<file path="config.mk">
export PLATFORM = sky130hd
export DESIGN_NAME = program_loader
export DESIGN_NICKNAME = d
export VERILOG_FILES = /design/src/rtl/program_loader.sv
export SDC_FILE = /design/constraint.sdc
export NUM_CORES = 1
export LEC_CHECK = 0
export ABC_AREA = 1
export BUFFER_PORTS_ARGS = -buffer_cell sky130_fd_sc_hd__clkbuf_2
export CAP_MARGIN = 20
export CORE_ASPECT_RATIO = 1.5
export CORE_MARGIN = 10
export CORE_UTILIZATION = 55
export DETAILED_ROUTE_END_ITERATION = 8
export PLACE_DENSITY = 0.72
export RECOVER_POWER = 100
export SLEW_MARGIN = 30
export SYNTH_ARGS = -nofsm -noshare
export SYNTH_HDL_FRONTEND = slang
export SYNTH_SLANG_ARGS = --single-unit
</file>
<file path="constraint.sdc">
create_clock -name Clk -period 5.08 [get_ports Clk]
set_clock_uncertainty 0.2 [all_clocks]
set_input_delay 0 -clock Clk [delete_from_list [all_inputs] [get_ports Clk]]
set_output_delay 0 -clock Clk [all_outputs]
set_load 0.02 [all_outputs]
</file>
<file path="src/rtl/program_loader.sv">
// rtl/program_loader.sv - framed byte-stream loader that writes 16-bit words into instruction memory
module program_loader #(
    parameter int ADDR_W    = 7,
    parameter int MAX_WORDS = 128,
    parameter int TIMEOUT   = 1000
) (
    input  logic              Clk,
    input  logic              Reset,
    input  logic              Start,
    input  logic [7:0]        RxData,
    input  logic              RxValid,
    output logic              RxReady,
    output logic [ADDR_W-1:0] IM_addr,
    output logic [15:0]       IM_wdata,
    output logic              IM_wr,
    output logic              CPU_hold,
    output logic              Done,
    output logic              Error,
    output logic [7:0]        WordCount,
    output logic [3:0]        StateOut
);

    typedef enum logic [3:0] {
        S_IDLE  = 4'd0,
        S_HDR   = 4'd1,
        S_LEN   = 4'd2,
        S_HI    = 4'd3,
        S_LO    = 4'd4,
        S_WRITE = 4'd5,
        S_CSUM  = 4'd6,
        S_DONE  = 4'd7,
        S_ERR   = 4'd8
    } state_t;

    state_t      state, state_nx;
    logic [7:0]  word_count, word_count_nx;
    logic [7:0]  len, len_nx;
    logic [7:0]  csum, csum_nx;
    logic [7:0]  hi, hi_nx;
    logic [7:0]  lo, lo_nx;
    logic        illegal, illegal_nx;
    logic [31:0] timer, timer_nx;
    logic        timed;
    logic        xfer;

    assign xfer = RxValid & RxReady;

    always_ff @(posedge Clk or negedge Reset) begin
        if (!Reset) begin
            state      <= S_IDLE;
            word_count <= 8'd0;
            len        <= 8'd0;
            csum       <= 8'd0;
            hi         <= 8'd0;
            lo         <= 8'd0;
            illegal    <= 1'b0;
            timer      <= 32'd0;
        end else begin
            state      <= state_nx;
            word_count <= word_count_nx;
            len        <= len_nx;
            csum       <= csum_nx;
            hi         <= hi_nx;
            lo         <= lo_nx;
            illegal    <= illegal_nx;
            timer      <= timer_nx;
        end
    end

    always_comb begin
        state_nx      = state;
        word_count_nx = word_count;
        len_nx        = len;
        csum_nx       = csum;
        hi_nx         = hi;
        lo_nx         = lo;
        illegal_nx    = illegal;
        timer_nx      = timer;
        RxReady       = 1'b0;
        timed         = 1'b0;
        case (state)
            S_IDLE, S_DONE, S_ERR: begin
                if (Start) begin
                    state_nx      = S_HDR;
                    word_count_nx = 8'd0;
                    csum_nx       = 8'd0;
                    illegal_nx    = 1'b0;
                    timer_nx      = 32'd0;
                end
            end
            S_HDR: begin
                RxReady = 1'b1;
                if (xfer && RxData == 8'hA5) state_nx = S_LEN;
            end
            S_LEN: begin
                RxReady = 1'b1;
                timed   = 1'b1;
                if (xfer) begin
                    if (RxData == 8'd0 || {24'd0, RxData} > 32'(MAX_WORDS)) begin
                        state_nx = S_ERR;
                    end else begin
                        len_nx   = RxData;
                        state_nx = S_HI;
                    end
                end
            end
            S_HI: begin
                RxReady = 1'b1;
                timed   = 1'b1;
                if (xfer) begin
                    hi_nx   = RxData;
                    csum_nx = csum ^ RxData;
                    if (RxData[7:4] > 4'd5) illegal_nx = 1'b1;
                    state_nx = S_LO;
                end
            end
            S_LO: begin
                RxReady = 1'b1;
                timed   = 1'b1;
                if (xfer) begin
                    lo_nx    = RxData;
                    csum_nx  = csum ^ RxData;
                    state_nx = S_WRITE;
                end
            end
            S_WRITE: begin
                word_count_nx = word_count + 8'd1;
                state_nx      = (word_count + 8'd1 == len) ? S_CSUM : S_HI;
            end
            S_CSUM: begin
                RxReady = 1'b1;
                timed   = 1'b1;
                if (xfer) state_nx = (RxData == csum && !illegal) ? S_DONE : S_ERR;
            end
            default: state_nx = S_IDLE;
        endcase
        // Inter-byte watchdog; a transfer restarts it, HDR waits forever
        if (timed) begin
            if (xfer) begin
                timer_nx = 32'd0;
            end else begin
                timer_nx = timer + 32'd1;
                if (TIMEOUT != 0 && timer_nx == 32'(TIMEOUT)) state_nx = S_ERR;
            end
        end
    end

    assign IM_wr     = (state == S_WRITE);
    assign IM_addr   = word_count[ADDR_W-1:0];
    assign IM_wdata  = {hi, lo};
    assign Done      = (state == S_DONE);
    assign Error     = (state == S_ERR);
    assign CPU_hold  = (state != S_DONE);
    assign WordCount = word_count;
    assign StateOut  = state;

endmodule

</file>
# After elaboration in Yosys (flattened, before gate mapping)
# Index checks and enable logic that the tools add are counted.
# totals
output_inout_bits	40
ff_bits	77
# classes
bitwise	3
n_eq_ne	17
magnitude_cmp	2
muxes	27
addsub	2
n_reduce_logical	22
# ops
op	count
$mux 32	4
$mux 4	11
$add 32x1->32 const B	1
$eq 32x10->1 const B	1
$pmux 8 s2	2
$pmux 4 s7	1
$eq 4x3->1 const B	4
$eq 8x8->1	2
$mux 8	2
$reduce_bool 2->1	5
$add 8x1->8 const B	1
$eq 4x2->1 const B	2
$eq 8x8->1 const B	1
$gt 8x8->1 const B	1
$logic_not 8->1	1
$reduce_and 2->1	4
$xor 8x8->8	1
$ne 2x2->1 const B	3
$reduce_and 3->1	2
$mux 1	5
$reduce_or 5->1	1
$eq 4x1->1 const B	1
$eq 4x4->1 const B	1
$gt 4x3->1 const B	1
14 further kinds	15

# Depth between registers and ports, before layout
# Gate-level depths: netlist of the first run.
# logic_depth
ltp_word	10
depth_mapped	15
ltp_nobuf	15

# Least setup slack after synthesis of the first run
# Ideal clock, no wire load.
# synth_timing
kind	register -> register
startpoint	register state[2] (netlist: StateOut[2])
endpoint	register timer[18]
slack_ns	3.041
stages_incl_launch_ff	11
arrival_time_ns	1.705
setup_time_ns	0.133
n_path_buf	1
path_cell_list	dfrtp_1 inv_2 nor2_2 inv_1 nor2_2 nor2_1 nor2_1 inv_2 nand2_1 buf_2 o22ai_1
# synth_via
word_cells_on_any_way	19
classes_between	7 x eq/ne; 4 x mux; 1 x bitwise; 7 x reduce/logical
# synth_rtl
element	line	text
start, declared	35	state_t state, state_nx;
start signal, assigned	59	state <= state_nx;
$eq 4x3->1	-	
via Done	17	output logic Done,
$reduce_or 3->1	81	case (state)
$reduce_bool 2->1 (no source line)	-	
$reduce_and 2->1 (no source line)	-	
end signal, assigned	66	timer <= timer_nx;
end, declared	42	logic [31:0] timer, timer_nx;
# The timed path passes the listed nets, and every way through them passes these cells.
# A chain may end at the register's enable or synchronous reset.

# Final worst setup path of the first run
# layout_timing
startpoint	register state[2] (netlist: StateOut[2])
endpoint	register timer[9]
# layout_via
elab_chain_len	6
word_cells_on_any_way	19
classes_between	7 x eq/ne; 4 x mux; 1 x bitwise; 7 x reduce/logical
# layout_rtl
element	line	text
$eq 4x3->1 (tied with other cells)	81	
$reduce_or 5->1 (no source line)	-	
$mux 1	81	
$and 1x1->1	46	assign xfer = RxValid & RxReady;
$mux 32	139	if (xfer) begin
$mux 32	138	if (timed) begin
# Parallel ways exist; a longest one is shown, timed or not.

==> out/metrics.yaml, run 1 <==
job:
  maxCapViolCount: 0
global_route:
  grt_pass1_vias: 4624
  antenna_found_initial: 0
  grt_pass1_wl_um: 21700
  track_usage_pct: 20.7
  grt_max_degree: 78
  grt-ovfl-total: 0
worst_setup_path:
  cp_max_fo: 31
  path_delay_family: "simple AND/OR/NAND/NOR gates"
  cp-startpoint: "StateOut[2]$_DFF_PN0_"
  timing_worst_setup_path_type: "reg2reg"
  cp-endpoint: "timer[9]$_DFFE_PN0P_"
  crit_cells: 9
  path_cells: "clkinv_1 -> nor2_1 -> inv_1 -> nor2_1 -> nor2_1 -> nor2_1 -> inv_1 -> nand2_1 -> o21ai_0"
  cpPeakStageDelay_ns: 0.76
  reg2reg_depth: 9
  r2r_end: "timer[9]$_DFFE_PN0P_"
  cp_common_cell: "nor2_1"
  path_buf_inv: 3
  worstPathArrival_ns: 2.72
  required_ns: 5.04
  cpMaxStageDelayCell: "nand2_1"
  endpoint_kind: "flop"
  r2r_slack_ns: 2.31
  reg2reg_from: "StateOut[2]$_DFF_PN0_"
  crit_path_start_kind: "flop"
yosys:
  yosys.area.top_type_share_pct: 39.9
  yosys-top-cells-area: "dfrtp_1 40%, nand2_1 15%, inv_1 6.4%"
  synthCells: 678
  seq_area_frac_synth_pct: 39.9
  synth_common_cells: "199 x nand2_1, 82 x inv_1, 77 x dfrtp_1"
  synth_seq_cells: 77
  yosysUniqueCellTypes: 31
  yosys_warnings: 0
  synth_area_per_cell_um2: 7.13
  post-synth-top-count-cell: "nand2_1"
  synth_edf_count: 0
  syn_area_um2: 4830
  syn-num-nets: 692
  yosys_most_used_dff: "dfrtp_1"
  synthArstFlopShare_pct: 100
  yosys.area.top_type: "dfrtp_1"
final_layout:
  num_antenna_cells: 0
  fillers: 788
  finalNonFillerCells: 845
  fin_nets: 747
  final_area_um2: 5450
  utilization_pct: 64.0
  area_growth_pct: 12.7
  drive_above_1_share_pct: 9.62
sta:
  finalCriticalPeriod_ns: 2.77
  rsz0062_at_grt: "false"
  finalSetupViolations: 0
  period_share_pct: 54.4
  worstMarginPinSlew_ns: 1.15
  fmaxAchievable_mhz: 362
  worst_hold_slack_ns: 0.00600
  hold_viol: 0
  relSlewSlack_pct: 23.2
  fin_tns_setup_ns: 0
  final_max_slew_viol_count: 0
floorplan:
  die_w_um: 96.6
  core_area_um2: 8520
  initial_utilization_pct: 56.8
  rows: 41
  fp.dieH_um: 135
  dieArea_um2: 13000
  top_level_ports: 52
worst_hold_path:
  hold_path.class: "in2reg"
power_and_ir_drop:
  peakVddDrop_uv: 282
  p_leak_nw: 2.52
  p_per_area_nw_per_um2: 375
status:
  outcome: "finished clean"
clocking:
  cts_root_buffer: "clkbuf_16"
  cts_htree_levels: 3
  clkLatencyLatePin_ns: 0.33
  cts_buffer_depth: 2
  cts_sinks: 77
  ctsResizeCount: 0
  cts_buffers: 9
  cts.clk_slew.worst_paths_ns: 0.06
  cts_tree: "done"
drt:
  firstDrtPassIters: 5
  wl_per_cell_um: 15.0
  drt_iter0_markers: 190
  viasPerCell: 5.29
  drcViolationCount: 0
  vias: 4473
  wl_um: 12700
  drtAntennaViolNets: 0
place:
  hpwlAfterDp_um: 9640
  place_area_um2: 5120
  io_buffers: 51
  place_congestion: 0.958
  dp.cells: 819
## worst min-delay path, stage by stage
cell and delay, ns:
clkbuf_2 0.15, inv_1 0.12, nand3_1 0.13, o21ai_0 0.09
## metal layers
layer,track usage [%],wire length [µm],vias up
met5,0,0,-
met1,22.9,4860,2106
met3,4.22,415,29
li1,-,-,2244
met4,10.2,410,0
met2,36.1,6960,94
## cells in the final DEF, fill, tap and decap left out, types with 3 or more instances in the layout
cell type | Yosys | final
nor2_4 | 8 | 6
xnor2_1 | 7 | 7
o21ai_0 | 49 | 51
nand2_1 | 199 | 205
clkbuf_1 | 3 | 40
nor2_1 | 76 | 81
a21oi_1 | 4 | 5
clkbuf_2 | 0 | 11
a32o_1 | 3 | 3
dlygate4sd3_1 | 0 | 10
nand3b_1 | 7 | 7
o21ai_1 | 6 | 4
clkbuf_16 | 0 | 9
nor3_1 | 4 | 4
inv_1 | 82 | 85
o21a_1 | 6 | 6
nand2_2 | 20 | 14
and2_1 | 3 | 3
o22ai_1 | 11 | 11
nand2_4 | 3 | 3
nand3_1 | 43 | 44
nand3_2 | 4 | 3
xor2_1 | 10 | 10
nand4_1 | 10 | 10
clkbuf_8 | 0 | 3
dfrtp_1 | 77 | 77
nor2_2 | 15 | 12
## timing repair
action	in CTS	in global routing
hold buffers	10	0
hold endpoints to repair	109	0
buffers inserted	0	0
## worst min-delay path by stage
stage / startpoint / endpoint / cells past startpoint
after global placement: Reset / timer[6]$_DFFE_PN0P_ / 1
after global routing: RxValid / timer[3]$_DFFE_PN0P_ / 4
final: RxValid / timer[3]$_DFFE_PN0P_ / 4
after detailed placement: Reset / timer[14]$_DFFE_PN0P_ / 1
after CTS: RxValid / timer[3]$_DFFE_PN0P_ / 4
after floorplan: Reset / StateOut[0]$_DFF_PN0_ / 0
## per-stage QoR
step | setup slack [ns] | total power, W
3_5_place_dp | 2.51 | 0.00142
2_1_floorplan | 3.04 | 0.00123
4_1_cts | 2.51 | 0.00209
5_1_grt | 1.91 | 0.00216
3_3_place_gp | 2.61 | 0.00141
6_report | 2.31 | 0.00204
## logic make-up after synthesis
kind of cell	after synthesis	synth area share [%]
AND/OR/NAND/NOR	394	37.7
multiplexers	2	0.466
flip-flops	77	39.9
AO/OA/AOI/OAI	81	9.42
buffers and inverters	105	8.93
XOR/XNOR	17	3.08
adder cells (fa/ha/maj)	2	0.518
## power breakdown
group / switching, W / internal (W) / total [W] / leakage (nW)
clock network: 0.000249 / 0.000420 / 0.000669 / 0.152
registers: 0.0000746 / 0.000718 / 0.000792 / 1.02
logic: 0.000416 / 0.000167 / 0.000583 / 1.35
total: 0.000739 / 0.00130 / 0.00204 / 2.52
## flip-flops by register name, summed over array words and instances, names as in the netlist
signal / count
csum: 8
lo: 8
hi: 8
WordCount: 8
StateOut: 4
timer: 32
len: 8
illegal: 1
## layout make-up
cell class                 count  area (µm²)  area share [%]
clock inverter                 3        42.5           0.781
tap                          107         134            2.46
timing repair buffer          61         313            5.74
inverter                      88         330            6.06
clock buffer                  13         270            4.96
multi-input combinational    496        2430            44.6
sequential                    77        1930            35.4
Power figures use the tool's default switching activity.
==> run 2: changes to the inputs <==
ABC_AREA = 0   (was 1)
CORE_UTILIZATION = 54   (was 55)
PLACE_DENSITY = 0.74   (was 0.72)
clock period = 2.4 ns   (was 5.08 ns; I/O delays follow)
==> run 2 against run 1 <==
  * The run now ends with negative setup slack left
  * Sequential share of layout area shrank 4.2 points
  * Fmax grew 7.4%
  * Core utilization grew 6.8 points
  * Hold slack gained 0.065 ns
  * Sequential cell count is the same
  * Critical path depth shrank 2
  * Synthesized area shrank 0.39%
  * Register-to-register slack lost 2.5 ns
  * Global-route usage grew 2.1 points
  * First-iteration DRC count shrank 2.1%
==> out/metrics.yaml, run 2 <==
global_route:
  track_usage_pct: 22.9  # was 20.7%
  grt_max_degree: 58  # was 78
  grt_pass1_wl_um: 24700  # was 21700 µm
  antenna_found_initial: 0  # unchanged
  grt_pass1_vias: 4955  # was 4624
  grt-ovfl-total: 0  # unchanged
worst_setup_path:
  cp-startpoint: "timer[3]$_DFFE_PN0P_"  # was StateOut[2]$_DFF_PN0_
  required_ns: 2.47  # was 5.04 ns
  timing_worst_setup_path_type: "reg2reg"  # unchanged
  reg2reg_depth: 7  # was 9
  path_cells: "nand4_1 -> or4_4 -> xnor2_2 -> a211oi_2 -> o2111ai_2 -> nor4_4 -> o21bai_1"  # was clkinv_1 -> nor2_1 -> inv_1 -> nor2_1 -> nor2_1 -> nor2_1 -> inv_1 -> nand2_1 -> o21ai_0
  r2r_end: "StateOut[3]$_DFF_PN0_"  # was timer[9]$_DFFE_PN0P_
  cpPeakStageDelay_ns: 0.60  # was 0.76 ns
  path_buf_inv: 0  # was 3
  cpMaxStageDelayCell: "or4_4"  # was nand2_1
  r2r_slack_ns: -0.17  # was 2.31 ns
  cp_max_fo: 6  # was 31
  worstPathArrival_ns: 2.65  # was 2.72 ns
  crit_path_start_kind: "flop"  # unchanged
  endpoint_kind: "flop"  # unchanged
  path_delay_family: "simple AND/OR/NAND/NOR gates"  # unchanged
  reg2reg_from: "timer[3]$_DFFE_PN0P_"  # was StateOut[2]$_DFF_PN0_
power_and_ir_drop:
  pwr-share-seq_pct: 34.7  # was 38.8%
  swShare_pct: 39.7  # was 36.2%
  p_per_area_nw_per_um2: 794  # was 375 nW/µm²
  peakVddDrop_uv: 527  # was 282 µV
  switching_power_w: 0.00196  # was 0.000739 W
  power_frac_clock_pct: 26.4  # was 32.7%
  combPwrFrac_pct: 38.9  # was 28.5%
  internal_power_w: 0.00297  # was 0.00130 W
  p_leak_nw: 2.76  # was 2.52 nW
drt:
  viasPerCell: 6.08  # was 5.29
  wl_um: 15000  # was 12700 µm
  firstDrtPassIters: 5  # unchanged
  vias: 4822  # was 4473
  drtAntennaViolNets: 0  # unchanged
  drt_iter0_markers: 186  # was 190
  wl_per_cell_um: 18.9  # was 15.0 µm
  drcViolationCount: 0  # unchanged
yosys:
  yosys.area_share.simple_pct: 25.4  # was 37.7%
  synth_fa_ha_area_share_pct: 0.520  # was 0.518%
  synth_area_per_cell_um2: 8.71  # was 7.13 µm²
  synth_edf_count: 0  # unchanged
  syn-num-nets: 567  # was 692
  seq_area_frac_synth_pct: 40.0  # was 39.9%
  yosys_most_used_dff: "dfrtp_1"  # unchanged
  synth_compound_area_share_pct: 17.0  # was 9.42%
  synthCells: 553  # was 678
  synth_top_family_by_area: "simple AND/OR/NAND/NOR gates"  # unchanged
  synth_common_cells: "77 x dfrtp_1, 69 x o21ai_0, 61 x nand2_1"  # was 199 x nand2_1, 82 x inv_1, 77 x dfrtp_1
  synth-xor-area-share_pct: 5.87  # was 3.08%
  syn_area_um2: 4820  # was 4830 µm²
  synth_seq_cells: 77  # unchanged
  yosys.area.top_type_share_pct: 40.0  # was 39.9%
  synthArstFlopShare_pct: 100  # unchanged
  yosys.area.top_type: "dfrtp_1"  # unchanged
  yosys_warnings: 0  # unchanged
  synthMuxAreaShare_pct: 6.03  # was 0.466%
  yosys-top-cells-area: "dfrtp_1 40%, o21ai_0 7.2%, mux2_2 5.6%"  # was dfrtp_1 40%, nand2_1 15%, inv_1 6.4%
  yosysUniqueCellTypes: 58  # was 31
  post-synth-top-count-cell: "dfrtp_1"  # was nand2_1
floorplan:
  top_level_ports: 52  # unchanged
  fp.dieH_um: 136  # was 135 µm
  initial_utilization_pct: 54.9  # was 56.8%
  core_area_um2: 8780  # was 8520 µm²
  die_w_um: 97.1  # was 96.6 µm
  dieArea_um2: 13200  # was 13000 µm²
  rows: 42  # was 41
sta:
  finalCriticalPeriod_ns: 2.57  # was 2.77 ns
  hold_viol: 0  # unchanged
  rsz0062_at_grt: "true"  # was false
  fmaxAchievable_mhz: 388  # was 362 MHz
  period_share_pct: 107  # was 54.4%
  setup_slack_ns: -0.175  # was 2.31 ns
  final_max_slew_viol_count: 0  # unchanged
  worstMarginPinSlew_ns: 1.46  # was 1.15 ns
  relSlewSlack_pct: 2.63  # was 23.2%
  fin_tns_setup_ns: -0.597  # was 0 ns
  finalSetupViolations: 4  # was 0
clocking:
  cts.clk_slew.worst_paths_ns: 0.06  # about the same
  cts_htree_levels: 3  # unchanged
  cts_buffer_depth: 2  # unchanged
  cts_sinks: 77  # unchanged
  clkLatencyLatePin_ns: 0.35  # was 0.33 ns
  cts_buffers: 9  # unchanged
  cts_root_buffer: "clkbuf_16"  # unchanged
  cts_tree: "done"  # unchanged
place:
  place_congestion: 0.973  # was 0.958
  io_buffers: 51  # unchanged
  hpwlAfterDp_um: 10900  # was 9640 µm
  place_area_um2: 5760  # was 5120 µm²
  dp.cells: 760  # was 819
final_layout:
  fillers: 723  # was 788
  finalNonFillerCells: 793  # was 845
  final_area_um2: 6210  # was 5450 µm²
  drive_above_1_share_pct: 27.1  # was 9.62%
  fin_nets: 693  # was 747
  final_common_cell: "buf_4"  # was nand2_1
  register_area_um2: 1930  # about the same
  area_growth_pct: 28.9  # was 12.7%
  num_antenna_cells: 0  # unchanged
  multi_input_area_um2: 2800  # was 2430 µm²
  largest_reg_flops: 32  # unchanged
  regMostFlops: "timer"  # unchanged
  mostFrequentLayoutCells: "89 x buf_4, 72 x dfrtp_1, 68 x o21ai_0"  # was 205 x nand2_1, 85 x inv_1, 81 x nor2_1
status:
  failed_checks: "negative setup slack"
  outcome: "complete, but fails checks"  # was finished clean
worst_hold_path:
  hold_depth: 6  # was 4
  holdCritStartpoint: "Start"  # was RxValid
  hold_end: "StateOut[2]$_DFF_PN0_"  # was timer[3]$_DFFE_PN0P_
  hold_path.class: "in2reg"  # unchanged
job:
  maxCapViolCount: 0  # unchanged
run 2: changes by cell type after synthesis, moves of 10 or more:
cell / previous run / this run
inv_1: 82 / 10
nand2_2: 20 / 0
o31ai_1: 0 / 14
clkbuf_1: 3 / 24
nand3_1: 43 / 26
a31oi_1: 0 / 11
nor4_1: 0 / 10
nor2_1: 76 / 39
o21ai_0: 49 / 69
nor2_2: 15 / 0
nor3_1: 4 / 17
mux2_2: 2 / 24
nand2_1: 199 / 61
run 2: layer usage:
metal / global-route usage (%) / vias up / share of wire, %
met2: 41.5 / 156 / 54
li1: - / 2267 / -
met5: 0 / - / 0
met4: 17.4 / 0 / 5.6
met1: 22.9 / 2337 / 36
met3: 3.73 / 62 / 4.7
run 2: worst max-delay path by stage:
stage / depth (start not counted) / endpoint
2_1_floorplan: 8 / StateOut[3]$_DFF_PN0_
3_3_place_gp: 8 / StateOut[3]$_DFF_PN0_
3_5_place_dp: 9 / StateOut[3]$_DFF_PN0_
4_1_cts: 9 / StateOut[3]$_DFF_PN0_
5_1_grt: 9 / StateOut[3]$_DFF_PN0_
6_report: 7 / StateOut[3]$_DFF_PN0_
run 2: timing repair:
action                                 in CTS  in global routing
setup buffers                               9                  0
hold buffers                                9                  0
setup endpoints to repair                   4                 18
gates cloned                                0                  0
pin swaps                                   7                  7
gates resized for setup                     7                 15
endpoints found under the hold margin      87                  0
run 2: final cells by class:
| cell class | instances | share of cell area, % |
|---|---|---|
| clock inverter | 5 | 0.584 |
| sequential | 77 | 31.1 |
| clock buffer | 10 | 3.85 |
| inverter | 10 | 0.605 |
| tap | 110 | 2.22 |
| multi-input combinational | 422 | 45.1 |
| timing repair buffer | 159 | 16.5 |
run 2: stage by stage:
stage	total power, W	hold slack, ns	util [%]	worst slack (ns)
after global placement	0.00361	-0.109	65.7	-0.0662
after floorplan	0.00291	-0.496	-	-0.0293
final	0.00493	0.0708	70.7	-0.175
after CTS	0.00504	0.0284	71.1	-0.130
after detailed placement	0.00370	-0.0870	65.7	-0.180
after global routing	0.00520	0.116	70.7	-0.307
run 2: power by group through the flow:
stage	clock, W	combinational [W]	sequential, W
after CTS	0.00132	0.00201	0.00171
after floorplan	0	0.00104	0.00187
after global placement	0	0.00190	0.00171
after global routing	0.00137	0.00210	0.00174
final	0.00130	0.00192	0.00171
after detailed placement	0	0.00196	0.00174
run 2: logic make-up (layout without fill, tap and decap cells):
logic type	Yosys count	count (layout)
AO/OA/AOI/OAI	136	136
XOR/XNOR	29	29
buffers and inverters	54	184
flip-flops	77	77
adder cells (fa/ha/maj)	2	2
AND/OR/NAND/NOR	229	229
multiplexers	26	26
run 2: worst register-to-register path, cell delays in order (launching register included):
cell and delay (ns):
dfrtp_1 0.39, nand4_1 0.18, or4_4 0.60, xnor2_2 0.16
a211oi_2 0.26, o2111ai_2 0.18, nor4_4 0.36, o21bai_1 0.17
==> run 3: changes to the inputs <==
PLACE_DENSITY = 0.77   (was 0.74)
SKIP_CTS_REPAIR_TIMING = 1   (was unset)
==> run 3 against run 2 <==
  * Core utilization increased by 1.3 points
  * The run still ends with negative setup slack left
  * Via count increased by 2.3%
  * Die area unchanged
  * Largest cell class unchanged
  * Sequential power barely moved
==> out/metrics.yaml, run 3 (synthesis gave the netlist of run 2 again) <==
worst_setup_path:
  reg2reg_depth: 10  # was 7
  endpoint_kind: "flop"  # unchanged
  cp_max_fo: 7  # was 6
  r2r_slack_ns: -0.14  # was -0.17 ns
  crit_path_start_kind: "flop"  # unchanged
  worstPathArrival_ns: 2.61  # was 2.65 ns
  required_ns: 2.46  # was 2.47 ns
  timing_worst_setup_path_type: "reg2reg"  # unchanged
final_layout:
  final_common_cell: "buf_4"  # unchanged
  final_area_um2: 6320  # was 6210 µm²
  utilization_pct: 72.0  # was 70.7%
  drive_above_1_share_pct: 28.1  # was 27.1%
  fin_nets: 699  # was 693
  num_antenna_cells: 0  # unchanged
  largest_reg_flops: 32  # unchanged
  mostFrequentLayoutCells: "92 x buf_4, 70 x dfrtp_1, 67 x o21ai_0"  # was 89 x buf_4, 72 x dfrtp_1, 68 x o21ai_0
  finalNonFillerCells: 800  # was 793
  regMostFlops: "timer"  # unchanged
  area_growth_pct: 31.2  # was 28.9%
power_and_ir_drop:
  total_power_w: 0.00500  # was 0.00493 W
  swShare_pct: 39.2  # was 39.7%
  pwr-share-seq_pct: 34.2  # was 34.7%
  p_leak_nw: 2.81  # was 2.76 nW
  combPwrFrac_pct: 37.6  # was 38.9%
  switching_power_w: 0.00196  # about the same
  p_per_area_nw_per_um2: 792  # was 794 nW/µm²
  internal_power_w: 0.00304  # was 0.00297 W
  peakVddDrop_uv: 483  # was 527 µV
  power_frac_clock_pct: 28.2  # was 26.4%
sta:
  setup_slack_ns: -0.144  # was -0.175 ns
  hold_viol: 0  # unchanged
  fmaxAchievable_mhz: 393  # was 388 MHz
  finalSetupViolations: 5  # was 4
  rsz0062_at_grt: "true"  # unchanged
  period_share_pct: 106  # was 107%
  relSlewSlack_pct: 12.2  # was 2.63%
  worstMarginPinSlew_ns: 1.32  # was 1.46 ns
  finalCriticalPeriod_ns: 2.54  # was 2.57 ns
  final_max_slew_viol_count: 0  # unchanged
place:
  dp.cells: 768  # was 760
  hpwlAfterDp_um: 11100  # was 10900 µm
  place_congestion: 1.06  # was 0.973
  io_buffers: 51  # unchanged
  place_area_um2: 5830  # was 5760 µm²
worst_hold_path:
  hold_depth: 5  # was 6
  hold_path.class: "in2reg"  # unchanged
global_route:
  antenna_found_initial: 0  # unchanged
  grt_pass1_wl_um: 24400  # was 24700 µm
  track_usage_pct: 22.4  # was 22.9%
  grt_max_degree: 54  # was 58
  grt_pass1_vias: 5019  # was 4955
  grt-ovfl-total: 0  # unchanged
floorplan:
  rows: 42  # unchanged
  dieArea_um2: 13200  # unchanged
  top_level_ports: 52  # unchanged
  core_area_um2: 8780  # unchanged
  fp.dieH_um: 136  # unchanged
  die_w_um: 97.1  # unchanged
  initial_utilization_pct: 54.9  # unchanged
drt:
  drcViolationCount: 0  # unchanged
  drt_iter0_markers: 184  # was 186
  vias: 4931  # was 4822
  viasPerCell: 6.16  # was 6.08
  wl_um: 15300  # was 15000 µm
  firstDrtPassIters: 5  # unchanged
  wl_per_cell_um: 19.1  # was 18.9 µm
  drtAntennaViolNets: 0  # unchanged
status:
  outcome: "complete, but fails checks"  # unchanged
  failed_checks: "negative setup slack"  # unchanged
clocking:
  cts_sinks: 77  # unchanged
  cts_tree: "done"  # unchanged
  cts_htree_levels: 3  # unchanged
  cts_root_buffer: "clkbuf_16"  # unchanged
  cts.clk_slew.worst_paths_ns: 0.06  # about the same
  clkLatencyLatePin_ns: 0.35  # about the same
  cts_buffers: 9  # unchanged
  cts_buffer_depth: 2  # unchanged
job:
  maxCapViolCount: 0  # unchanged
==> run 3: worst max-delay path: stages, from the launching register on <==
cell and delay (ns):
dfrtp_1 0.45, nand4_1 0.21, nor3_2 0.08, clkbuf_1 0.13, buf_4 0.14, and2_1 0.15, nor4_1 0.31, o22ai_1 0.16
buf_4 0.16, nor4_4 0.31, o21bai_1 0.16
==> run 3: metal layers <==
layer | global-route usage (%) | vias up | wire length (µm)
li1 | - | 2280 | -
met5 | 0 | - | 0
met3 | 4.29 | 63 | 725
met4 | 15.0 | 0 | 813
met1 | 21.8 | 2417 | 5340
met2 | 42.1 | 171 | 8440
==> run 3: per-stage QoR <==
| step | setup WS, ns | TNS, ns | hold slack (ns) |
|---|---|---|---|
| detailed placement | -0.134 | -0.441 | -0.271 |
| finish | -0.144 | -0.522 | 0.0580 |
| global placement | -0.117 | -0.386 | -0.281 |
| global route | -0.250 | -2.60 | 0.0809 |
| CTS | -0.158 | -0.600 | -0.635 |
| floorplan | -0.0293 | -0.0408 | -0.496 |
==> run 3: path summary, 6_finish.rpt <==
check	to	from
worst max register to register	StateOut[3]$_DFF_PN0_	timer[14]$_DFFE_PN0P_
worst min register to register	illegal$_DFFE_PN0P_	illegal$_DFFE_PN0P_
min in group asynchronous	csum[1]$_DFFE_PN0P_	Reset
worst max-delay path	StateOut[3]$_DFF_PN0_	timer[14]$_DFFE_PN0P_
max in group asynchronous	timer[2]$_DFFE_PN0P_	Reset
worst min-delay path	StateOut[3]$_DFF_PN0_	Start
==> run 3: power by group through the flow <==
| stage | combinational [W] | sequential (W) | clock (W) |
|---|---|---|---|
| 3_5_place_dp | 0.00190 | 0.00173 | 0 |
| 2_1_floorplan | 0.00104 | 0.00187 | 0 |
| 4_1_cts | 0.00192 | 0.00171 | 0.00142 |
| 5_1_grt | 0.00205 | 0.00174 | 0.00148 |
| 6_report | 0.00188 | 0.00171 | 0.00141 |
| 3_3_place_gp | 0.00186 | 0.00170 | 0 |
==> run 3: area by class of cell <==
type                    count  area (µm²)
inverters                  10        37.5
repair buffers            165        1090
clock inverters             7        81.3
clock buffers               9         225
well taps                 110         138
fillers                   693        2460
flip-flops and latches     77        1940
multi-input cells         422        2820
